$ cat config.mk
export PLATFORM = sky130hd
export DESIGN_NAME = cam_sccb_config
export DESIGN_NICKNAME = d
export VERILOG_FILES = /design/src/rtl/cam_cfg_pkg.sv /design/src/rtl/sccb_write3.sv /design/src/rtl/cam_sccb_config.sv
export SDC_FILE = /design/constraint.sdc
export NUM_CORES = 1
export LEC_CHECK = 0
export ABC_AREA = 0
export BUFFER_PORTS_ARGS = -buffer_cell sky130_fd_sc_hd__buf_2
export CELL_PAD_IN_SITES_DETAIL_PLACEMENT = 1
export CELL_PAD_IN_SITES_GLOBAL_PLACEMENT = 1
export CORE_ASPECT_RATIO = 0.7
export CORE_MARGIN = 1
export CORE_UTILIZATION = 50
export CTS_BUF_LIST = sky130_fd_sc_hd__clkbuf_8
export CTS_CLUSTER_SIZE = 10
export DETAILED_ROUTE_END_ITERATION = 10
export PLACE_DENSITY_LB_ADDON = 0.3
export SYNTH_ARGS = -nofsm -noshare
export SYNTH_HDL_FRONTEND = slang
export SYNTH_SLANG_ARGS = --single-unit
export TNS_END_PERCENT = 50
$ cat constraint.sdc
create_clock -name clk_i -period 7.3 [get_ports clk_i]
set_clock_uncertainty 0.05 [all_clocks]
set_input_delay 1.46 -clock clk_i [delete_from_list [all_inputs] [get_ports clk_i]]
set_output_delay 1.46 -clock clk_i [all_outputs]
set_load 0.02 [all_outputs]
$ cat src/rtl/cam_cfg_pkg.sv
// Shared definitions for the OV7670 SCCB configuration sequencer:
// table markers, default device ID and the FSM state encodings.
package cam_cfg_pkg;

    localparam logic [15:0] TBL_END       = 16'hFFFF;
    localparam logic [7:0]  TBL_DELAY_HI  = 8'hFE;
    localparam logic [7:0]  DEVICE_ID_DEF = 8'h42;

    typedef enum logic [3:0] {
        ST_IDLE,
        ST_FETCH,
        ST_WAIT1,
        ST_DECODE,
        ST_XFER,
        ST_GAP,
        ST_DELAY,
        ST_NEXT,
        ST_DONE
    } cfg_state_e;

    typedef enum logic [1:0] {
        WR_IDLE,
        WR_START,
        WR_BITS,
        WR_STOP
    } wr_state_e;

    // Integer divide that never yields a zero-length period.
    function automatic logic [31:0] div_min1(input int unsigned num, input int unsigned den);
        logic [31:0] q;
        q = num / den;
        return (q == 32'd0) ? 32'd1 : q;
    endfunction

endpackage

$ cat src/rtl/sccb_write3.sv
// 3-phase SCCB write engine: START, id/addr/data bytes each followed by a
// released don't-care bit, then STOP. Every bit slot is four quarter ticks.
//
// state    | meaning
// WR_IDLE  | bus idle (SIOC high, SIOD released), waiting for go
// WR_START | SIOD low with SIOC high in q0, SIOC falls in q1
// WR_BITS  | 27 slots: 3 x (8 data bits MSB first + 1 released bit)
// WR_STOP  | SIOC rises in q1 with SIOD low, SIOD released from q2
module sccb_write3
    import cam_cfg_pkg::*;
(
    input  logic       clk_i,
    input  logic       rst_i,
    input  logic       go_i,
    input  logic [7:0] id_i,
    input  logic [7:0] addr_i,
    input  logic [7:0] data_i,
    input  logic       tick_i,
    output logic       sioc_o,
    output logic       siod_pull_low_o,
    output logic       done_o
);

    wr_state_e   state_q, state_d;
    logic [1:0]  qtr_q, qtr_d;
    logic [3:0]  pos_q, pos_d;
    logic [1:0]  byte_q, byte_d;
    logic [23:0] sh_q, sh_d;
    logic        slot_end;

    assign slot_end = tick_i && (qtr_q == 2'd3);

    always_ff @(posedge clk_i) begin
        if (rst_i) begin
            state_q <= WR_IDLE;
            qtr_q   <= 2'd0;
            pos_q   <= 4'd0;
            byte_q  <= 2'd0;
            sh_q    <= 24'd0;
        end else begin
            state_q <= state_d;
            qtr_q   <= qtr_d;
            pos_q   <= pos_d;
            byte_q  <= byte_d;
            sh_q    <= sh_d;
        end
    end

    always_comb begin
        state_d = state_q;
        qtr_d   = qtr_q;
        pos_d   = pos_q;
        byte_d  = byte_q;
        sh_d    = sh_q;
        if (tick_i && (state_q != WR_IDLE)) begin
            qtr_d = qtr_q + 2'd1;
        end
        unique case (state_q)
            WR_IDLE: begin
                if (go_i) begin
                    state_d = WR_START;
                    qtr_d   = 2'd0;
                    pos_d   = 4'd0;
                    byte_d  = 2'd0;
                    sh_d    = {id_i, addr_i, data_i};
                end
            end
            WR_START: begin
                if (slot_end) state_d = WR_BITS;
            end
            WR_BITS: begin
                if (slot_end) begin
                    if (pos_q == 4'd8) begin
                        pos_d = 4'd0;
                        if (byte_q == 2'd2) state_d = WR_STOP;
                        else                byte_d  = byte_q + 2'd1;
                    end else begin
                        pos_d = pos_q + 4'd1;
                        sh_d  = {sh_q[22:0], 1'b0};
                    end
                end
            end
            WR_STOP: begin
                if (slot_end) state_d = WR_IDLE;
            end
            default: state_d = WR_IDLE;
        endcase
    end

    always_comb begin
        sioc_o          = 1'b1;
        siod_pull_low_o = 1'b0;
        done_o          = 1'b0;
        unique case (state_q)
            WR_START: begin
                sioc_o          = (qtr_q == 2'd0);
                siod_pull_low_o = 1'b1;
            end
            WR_BITS: begin
                sioc_o          = (qtr_q == 2'd1) || (qtr_q == 2'd2);
                siod_pull_low_o = (pos_q != 4'd8) && !sh_q[23];
            end
            WR_STOP: begin
                sioc_o          = (qtr_q != 2'd0);
                siod_pull_low_o = (qtr_q <= 2'd1);
                done_o          = slot_end;
            end
            default: ;
        endcase
    end

endmodule

$ cat src/rtl/cam_sccb_config.sv
// OV7670 power-up configuration sequencer: walks an external register table
// and issues one SCCB write per entry, honouring delay and end markers.
//
// state     | meaning
// ST_IDLE   | post-reset, waiting for start
// ST_FETCH  | rom_addr presented to the table
// ST_WAIT1  | table read latency
// ST_DECODE | classify entry: end / delay / register write
// ST_XFER   | SCCB frame in flight
// ST_GAP    | 4 quarter ticks of idle bus after a frame
// ST_DELAY  | millisecond wait from a delay marker
// ST_NEXT   | advance to the next entry or finish at the last address
// ST_DONE   | configuration complete, waiting for a restart
module cam_sccb_config
    import cam_cfg_pkg::*;
#(
    parameter int unsigned CLK_FREQ_HZ  = 25_000_000,
    parameter int unsigned SCCB_FREQ_HZ = 100_000,
    parameter logic [7:0]  DEVICE_ID    = DEVICE_ID_DEF,
    parameter int unsigned ROM_AW       = 8
) (
    input  logic              clk_i,
    input  logic              rst_i,
    input  logic              start_i,
    output logic [ROM_AW-1:0] rom_addr_o,
    input  logic [15:0]       rom_data_i,
    output logic              sioc_o,
    output logic              siod_pull_low_o,
    output logic              busy_o,
    output logic              done_o
);

    localparam logic [31:0]       DIV       = div_min1(CLK_FREQ_HZ, 4 * SCCB_FREQ_HZ);
    localparam logic [31:0]       MS_DIV    = div_min1(CLK_FREQ_HZ, 1000);
    localparam logic [ROM_AW-1:0] ADDR_LAST = '1;

    cfg_state_e        state_q, state_d;
    logic [ROM_AW-1:0] addr_q, addr_d;
    logic [31:0]       tick_cnt_q, tick_cnt_d;
    logic [31:0]       ms_cyc_q, ms_cyc_d;
    logic [7:0]        ms_q, ms_d;
    logic [1:0]        gap_q, gap_d;
    logic              tick;
    logic              running;
    logic              is_end, is_delay;
    logic              wr_go, wr_done;

    assign is_end   = (rom_data_i == TBL_END);
    assign is_delay = (rom_data_i[15:8] == TBL_DELAY_HI);
    assign running  = (state_q != ST_IDLE) && (state_q != ST_DONE);

    // Quarter-bit down-counter; parked at zero while the walker is idle.
    always_comb begin
        tick       = 1'b0;
        tick_cnt_d = 32'd0;
        if (running) begin
            if (tick_cnt_q == 32'd0) begin
                tick       = 1'b1;
                tick_cnt_d = DIV - 32'd1;
            end else begin
                tick_cnt_d = tick_cnt_q - 32'd1;
            end
        end
    end

    always_ff @(posedge clk_i) begin
        if (rst_i) begin
            state_q    <= ST_IDLE;
            addr_q     <= '0;
            tick_cnt_q <= 32'd0;
            ms_cyc_q   <= 32'd0;
            ms_q       <= 8'd0;
            gap_q      <= 2'd0;
        end else begin
            state_q    <= state_d;
            addr_q     <= addr_d;
            tick_cnt_q <= tick_cnt_d;
            ms_cyc_q   <= ms_cyc_d;
            ms_q       <= ms_d;
            gap_q      <= gap_d;
        end
    end

    always_comb begin
        state_d  = state_q;
        addr_d   = addr_q;
        ms_cyc_d = ms_cyc_q;
        ms_d     = ms_q;
        gap_d    = gap_q;
        unique case (state_q)
            ST_IDLE, ST_DONE: begin
                if (start_i) begin
                    state_d = ST_FETCH;
                    addr_d  = '0;
                end
            end
            ST_FETCH: state_d = ST_WAIT1;
            ST_WAIT1: state_d = ST_DECODE;
            ST_DECODE: begin
                if (is_end) begin
                    state_d = ST_DONE;
                end else if (is_delay) begin
                    ms_d     = rom_data_i[7:0];
                    ms_cyc_d = MS_DIV - 32'd1;
                    state_d  = (rom_data_i[7:0] == 8'd0) ? ST_NEXT : ST_DELAY;
                end else begin
                    state_d = ST_XFER;
                end
            end
            ST_XFER: begin
                if (wr_done) begin
                    state_d = ST_GAP;
                    gap_d   = 2'd3;
                end
            end
            ST_GAP: begin
                if (tick) begin
                    if (gap_q == 2'd0) state_d = ST_NEXT;
                    else               gap_d   = gap_q - 2'd1;
                end
            end
            ST_DELAY: begin
                if (ms_cyc_q == 32'd0) begin
                    ms_cyc_d = MS_DIV - 32'd1;
                    ms_d     = ms_q - 8'd1;
                    if (ms_q == 8'd1) state_d = ST_NEXT;
                end else begin
                    ms_cyc_d = ms_cyc_q - 32'd1;
                end
            end
            ST_NEXT: begin
                // The last table slot ends the walk rather than wrapping to 0.
                if (addr_q == ADDR_LAST) begin
                    state_d = ST_DONE;
                end else begin
                    addr_d  = addr_q + 1'b1;
                    state_d = ST_FETCH;
                end
            end
            default: state_d = ST_IDLE;
        endcase
    end

    always_comb begin
        busy_o     = running;
        done_o     = (state_q == ST_DONE);
        wr_go      = (state_q == ST_DECODE) && !is_end && !is_delay;
        rom_addr_o = addr_q;
    end

    sccb_write3 u_write3 (
        .clk_i           (clk_i),
        .rst_i           (rst_i),
        .go_i            (wr_go),
        .id_i            (DEVICE_ID),
        .addr_i          (rom_data_i[15:8]),
        .data_i          (rom_data_i[7:0]),
        .tick_i          (tick),
        .sioc_o          (sioc_o),
        .siod_pull_low_o (siod_pull_low_o),
        .done_o          (wr_done)
    );

endmodule

Word-level counts from Yosys, hierarchy flattened
Index checks and enable logic that the tools add are counted.
Widths: inputs -> output; s select.
{ "word_totals": {"register_bits": 120, "input_bits": 19, "out_inout_bits": 12} }
{ "classes": {"n_mux": 55, "n_eq_ne": 40, "addsub": 8, "reduce_logical": 36, "bitwise": 1, "order_cmp": 1} }
{ "op_table": {"columns": ["cell", "n"], "rows": [
  ["$mux 32", 3],
  ["$mux 24", 3],
  ["$logic_not 32->1", 2],
  ["$pmux 32 s2", 1],
  ["$sub 32x1->32 const B", 2],
  ["$pmux 24 s2", 1],
  ["$mux 4", 11],
  ["$mux 8", 5],
  ["$mux 2", 17],
  ["$pmux 4 s8", 1],
  ["$pmux 8 s2", 2],
  ["$ne 2x2->1 const B", 10],
  ["$eq 16x16->1 const B", 1],
  ["$eq 4x3->1 const B", 4],
  ["$eq 8x8->1 const B", 2],
  ["$ne 2x1->1 const B", 8],
  ["$reduce_and 4->1", 3],
  ["$reduce_and 6->1", 2],
  ["$reduce_bool 2->1", 6],
  ["$eq 2x2->1 const B", 5],
  ["$reduce_and 3->1", 3],
  ["$add 8x1->8 const B", 1],
  ["$eq 4x2->1 const B", 2],
  ["$eq 4x4->1 const B", 2],
  ["26 further kinds", 44]
]} }

Logic depth before layout (Yosys ltp)
{ "depth": {"word_depth": 7, "depth_mapped": 11, "ltp_nobuf": 7} }

Cells and area by module
From an unflattened synthesis, not the netlist that was laid out.
{ "hier_totals": {"hier_cells": 699, "area_unflattened_um2": 6027.0} }
{ "by_module_without_submodules": {"columns": ["module", "area_per_inst_um2", "seq_area_each_um2", "cells_per_inst", "n_inst"], "rows": [
  ["cam_sccb_config", 4231.6, 1721.7, 501, 1],
  ["sccb_write3", 1795.5, 680.7, 198, 1]
]} }

Least setup slack after synthesis
OpenSTA, ideal clock, no wires.
{ "synth_timing": {"kind": "input to register", "startpoint": "input port rom_data_i[15]", "endpoint": "register ms_cyc_q[20]", "path_slack_ns": 4.203, "path_stages": 5, "required_ns": 7.164, "path_buffers": 0, "arrival_ns": 2.962, "cell_sequence": "and4_1 nand4_1 a2111o_1 or4_1 a211oi_1"} }
{ "synth_via": {"elab_chain_len": 3, "elab_cells_between_ends": 5, "cone_classes": "eq/ne (4); reduce/logical (1)"} }
{ "synth_rtl": {"columns": ["item", "line", "source"], "rows": [
  ["start: declaration", "cam_sccb_config.sv:26", "input logic [15:0] rom_data_i,"],
  ["$eq 16x16->1 or $eq 8x8->1 (tied branches)", "cam_sccb_config.sv:48, cam_sccb_config.sv:49", null],
  ["$ne 2x2->1 (no line)", null, null],
  ["$reduce_and 3->1 (no line) (*)", null, null],
  ["end signal: assignment", "cam_sccb_config.sv:78", "ms_cyc_q <= ms_cyc_d;"],
  ["end: declaration", "cam_sccb_config.sv:40", "logic [31:0] ms_cyc_q, ms_cyc_d;"]
]} }
Mark *: on every way between the ends. The rest lies on a longest branch, timed or not.
A chain may end at the register's enable or synchronous reset.

Worst setup path after layout
{ "layout_timing": {"startpoint": "input port rst_i", "endpoint": "register tick_cnt_q[14]"} }
{ "layout_via": {"elab_chain_len": 1} }
{ "layout_rtl": {"columns": ["item", "line", "source"], "rows": [
  ["start: declaration", "cam_sccb_config.sv:23", "input logic rst_i,"],
  ["$reduce_or 3->1 (no line)", null, null],
  ["end signal: assignment", "cam_sccb_config.sv:77", "tick_cnt_q <= tick_cnt_d;"],
  ["end: declaration", "cam_sccb_config.sv:39", "logic [31:0] tick_cnt_q, tick_cnt_d;"]
]} }
Every way passes these cells.

==> results by group <==
Outcome
  • Result of the run: complete, but fails checks
  • Violations in the final reports: design-rule violations

Global route
  • Number of antenna violations at the first check in global routing: 0
  • Routing layer with the top usage in global route: met2
  • First-pass GRT wire length: 32.6 mm
  • Global routing usage on met1: 39.7%
  • Met2 track utilization from global routing: 49.4%
  • Maximum number of pins on one net before global-route repair: 72
  • Vias in the first global route: 6438
  • Overflow left after global routing: 0
  • GR Layer Usage met3: 4.04%
  • GR Util All Layers: 29.8%

Drt
  • Count of nets left with antenna violations after detail routing: 0
  • DRC violation count after routing: 4
  • Total via count in the routed design: 6289
  • Number of DRC markers in iteration 0: 333
  • Routed wire length: 19.5 mm
  • Vias per inst: 6.48
  • Initial DRT Pass Iterations: 8
  • Per-cell routed wire length: 20.1 um

CTS
  • CTS root buffer: sky130_fd_sc_hd__clkbuf_8
  • Number of CTS-inserted buffers: 17
  • Setup fix buffers added after clock tree synthesis: 0
  • Number of hold buffers added after cts: 0
  • Number of instances resized during post-cts repair: 0
  • Clock slew at the register clock pins of the worst setup and hold paths: 0.08 ns
  • Maximum count of clock buffers along a single path: 2
  • TritonCTS clock tree: yes
  • CTS sink cnt: 120
  • Clk_lat worst skew: 0.45 ns
  • Total number of H-tree levels: 4

Critical path
  • R2R Path Start: ms_cyc_q[0]
  • Kind of critical path: in -> reg
  • Register-to-register setup slack: 3.54 ns
  • Path depth of the worst reg2reg path: 7
  • Arrival time of data at the critical path endpoint: 4.16 ns
  • Critical Path Sink Type: flip-flop
  • Critical Path RT: 7.60 ns
  • CP bufs+invs: 3
  • Cells along the critical path: buf_2, buf_4, inv_1, nand3_1, nor3_1
  • Master of the slowest instance on the critical path: sky130_fd_sc_hd__nand3_1
  • Worst reg2reg endpoint: ms_q[0]
  • CP max FO: 71
  • Family with the most delay on the worst path: simple AND/OR/NAND/NOR gates
  • Crit start category: input pin
  • Peak per-stage delay on the critical path: 1.01 ns

Synthesis
  • Syn Nets: 827
  • Number of flops mapped to enable cells by yosys: 0
  • Cell area after synthesis: 6540 sq um
  • Register bit count reported by yosys: 120
  • Primary FF master, synth: sky130_fd_sc_hd__dfxtp_1
  • Count of synthesis-stage warnings from yosys: 0
  • Cell count after synthesis: 791
  • Post-Syn Area per Cell: 8.27 sq um
  • Sequential fraction of the synthesis area: 36.7%
  • Distinct cell type count of the synthesized netlist: 66
  • Share of flip-flops with an asynchronous set or reset: 0%

Finish
  • Diode count: 0
  • Core occupancy in the finished layout: 57.1%
  • Area grow syn2layout: 9.93%
  • Number of nets in the final layout: 832
  • Share of layout cells above drive strength 1: 10.9%
  • Fill cell instance count of the final layout: 1529

STA
  • Final cycle utilization of the critical path: 52.9%
  • Count of endpoints failing hold in the final timing report: 0
  • Final Critical Period: 3.86 ns
  • Max Slew Vio Count: 0
  • Top achievable clock speed: 0.259 GHz
  • Headroom to the max-slew limit: 23.4%
  • Transition at the pin with the smallest max-transition slack: 1.14 ns
  • Final setup violation count: 0
  • Setup repair after global routing missed its margin: false
  • Total negative slack for setup checks: 0 ns

Floorplanning
  • Total Die Area: 13500 sq um
  • Placement Rows: 34
  • Area of the placeable core: 12600 sq um
  • Die Span Y: 97.7 um
  • Starting Density: 51.9%
  • Chip Width: 139 um
  • Number of I/O pins: 31

Placed design
  • Sum of net half-perimeters after detailed placement: 13.1 mm
  • Global placer's final weighted congestion: 0.823
  • Number of buffers added on ports: 30

Worst hold path
  • Worst Hold Depth: 2
  • Worst hold path startpoint: ms_q[1]
  • Path category of the worst min-delay check: reg -> reg
  • Min-Delay Endpoint: ms_q[1]

Power
  • Portion of total power attributed to the clock network: 19.9%
  • Switching Fraction: 47.5%
  • Total power: 3.26 mW
  • Leak Pwr: 2.62 nW
  • Part of the power in combinational logic: 50.8%
  • Int Power: 1.71 mW
  • Part of the power in registers: 29.3%
  • Switching power: 1.55 mW
  • Maximum vdd drop: 246 uV
  • Total power density per cell area: 453 nW/um^2

Flow run
  • Number of maximum-capacitance constraint violations: 0
## cell usage after synthesis (5+ instances only)
cell type                   instances  area share (%)
sky130_fd_sc_hd__xnor2_1           34             4.6
sky130_fd_sc_hd__nand4_1           23             2.2
sky130_fd_sc_hd__or3_1             15             1.4
sky130_fd_sc_hd__o211a_1            6            0.92
sky130_fd_sc_hd__and2_1             6            0.57
sky130_fd_sc_hd__or2_2              6            0.57
sky130_fd_sc_hd__xor2_1            12             1.6
sky130_fd_sc_hd__nand3_1           28             2.1
sky130_fd_sc_hd__mux2i_1           20             3.1
sky130_fd_sc_hd__o211ai_1           9             1.0
sky130_fd_sc_hd__a31oi_1           24             2.3
sky130_fd_sc_hd__o32ai_1            5            0.67
sky130_fd_sc_hd__a21oi_1           26             2.0
sky130_fd_sc_hd__nor4_1            24             2.3
sky130_fd_sc_hd__clkbuf_1          43             2.5
sky130_fd_sc_hd__inv_1             33             1.9
sky130_fd_sc_hd__nor2_1            74             4.2
sky130_fd_sc_hd__nand2_1           43             2.5
sky130_fd_sc_hd__dfxtp_1          120              37
sky130_fd_sc_hd__o21ai_0           21             1.6
sky130_fd_sc_hd__and3_1            13             1.2
sky130_fd_sc_hd__o31ai_1            8            0.92
sky130_fd_sc_hd__o2111ai_1          6            0.80
sky130_fd_sc_hd__a211oi_1          32             3.7
sky130_fd_sc_hd__or4_1             18             2.1
sky130_fd_sc_hd__ha_1              17             3.3
sky130_fd_sc_hd__nor3_1            47             3.6
## layer usage
layer	wire, um	up-vias
li1	-	2980
met1	9360	3104
met2	8950	175
met3	939	30
met4	289	0
met5	0	-
## worst min-delay path: stages, from the launching register on
cell	delay (ns)
sky130_fd_sc_hd__dfxtp_1	0.31
sky130_fd_sc_hd__nand2_1	0.05
sky130_fd_sc_hd__mux2i_1	0.06
## logic make-up (layout without fill, tap and decap cells)
family          count (synthesis)  count (layout)  share of synthesized area (%)
simple gates                  322             322                           26.1
compound gates                181             181                           19.6
flops                         120             120                           36.7
buf+inv                        84             102                           4.90
xor+xnor                       46              46                           6.16
mux                            21              21                           3.23
fa+ha+maj                      17              17                           3.25
## power by group through the flow
stage               registers (mW)  clock network (mW)  logic [mW]
floorplan                    0.894                   0        1.27
global route                 0.975               0.684        1.81
detailed placement           0.962                   0        1.60
CTS                          0.951               0.656        1.63
finish                       0.956               0.649        1.65
global placement             0.944                   0        1.52
## sequential cells by signal (all words and copies together), names as in the netlist
name	cells
ms_q	8
u_write3.sh_q	24
u_write3.qtr_q	2
rom_addr_o	8
u_write3.pos_q	4
u_write3.byte_q	2
state_q	4
ms_cyc_q	32
tick_cnt_q	32
u_write3.state_q	2
gap_q	2
## layout make-up
class / count / area (sq um) / share of cell area, %
Multi-Input combinational cell: 587 / 3840 / 53.4
Inverter: 33 / 124 / 1.72
Sequential cell: 120 / 2400 / 33.4
Timing Repair Buffer: 37 / 203 / 2.82
Clock buffer: 18 / 248 / 3.45
Tap cell: 162 / 203 / 2.82
Clock inverter: 14 / 173 / 2.40
## cells in the final DEF (no fill, tap or decap), types with 5 or more instances in the layout
master                         n
sky130_fd_sc_hd__xnor2_1      34
sky130_fd_sc_hd__a31oi_1      24
sky130_fd_sc_hd__and2_1        6
sky130_fd_sc_hd__or2_2         6
sky130_fd_sc_hd__and3_1       13
sky130_fd_sc_hd__nor4_1       24
sky130_fd_sc_hd__nor2_1       74
sky130_fd_sc_hd__a211oi_1     32
sky130_fd_sc_hd__ha_1         17
sky130_fd_sc_hd__o21ai_0      21
sky130_fd_sc_hd__nand3_1      28
sky130_fd_sc_hd__o2111ai_1     6
sky130_fd_sc_hd__or3_1        15
sky130_fd_sc_hd__o211ai_1      9
sky130_fd_sc_hd__clkbuf_8     18
sky130_fd_sc_hd__o32ai_1       5
sky130_fd_sc_hd__buf_4         7
sky130_fd_sc_hd__inv_1        33
sky130_fd_sc_hd__nor3_1       46
sky130_fd_sc_hd__o31ai_1       8
sky130_fd_sc_hd__xor2_1       12
sky130_fd_sc_hd__o211a_1       6
sky130_fd_sc_hd__dfxtp_1     120
sky130_fd_sc_hd__clkinvlp_4    5
sky130_fd_sc_hd__or4_1        18
sky130_fd_sc_hd__nand4_1      23
sky130_fd_sc_hd__nand2_1      43
sky130_fd_sc_hd__buf_2        30
sky130_fd_sc_hd__a21oi_1      26
sky130_fd_sc_hd__mux2i_1      20
## metrics by stage
stage	cell area (sq um)	hold slack, ns	std cells	worst slack [ns]
floorplan	6540	0.389	791	4.20
global placement	6770	0.399	939	3.12
detailed placement	6770	0.416	939	2.95
CTS	7190	0.426	971	3.42
global route	7190	0.441	971	3.22
finish	7190	0.426	971	3.44
## worst max-delay path by stage
stage / to / cells past startpoint / startpoint / slack, ns
CTS: tick_cnt_q[1] / 5 / rst_i / 3.42
global route: tick_cnt_q[31] / 5 / rst_i / 3.22
global placement: tick_cnt_q[14] / 5 / rst_i / 3.12
detailed placement: tick_cnt_q[14] / 5 / rst_i / 2.95
floorplan: ms_cyc_q[20] / 5 / rom_data_i[15] / 4.20
finish: tick_cnt_q[14] / 5 / rst_i / 3.44
(Power assumes the default switching activity.)
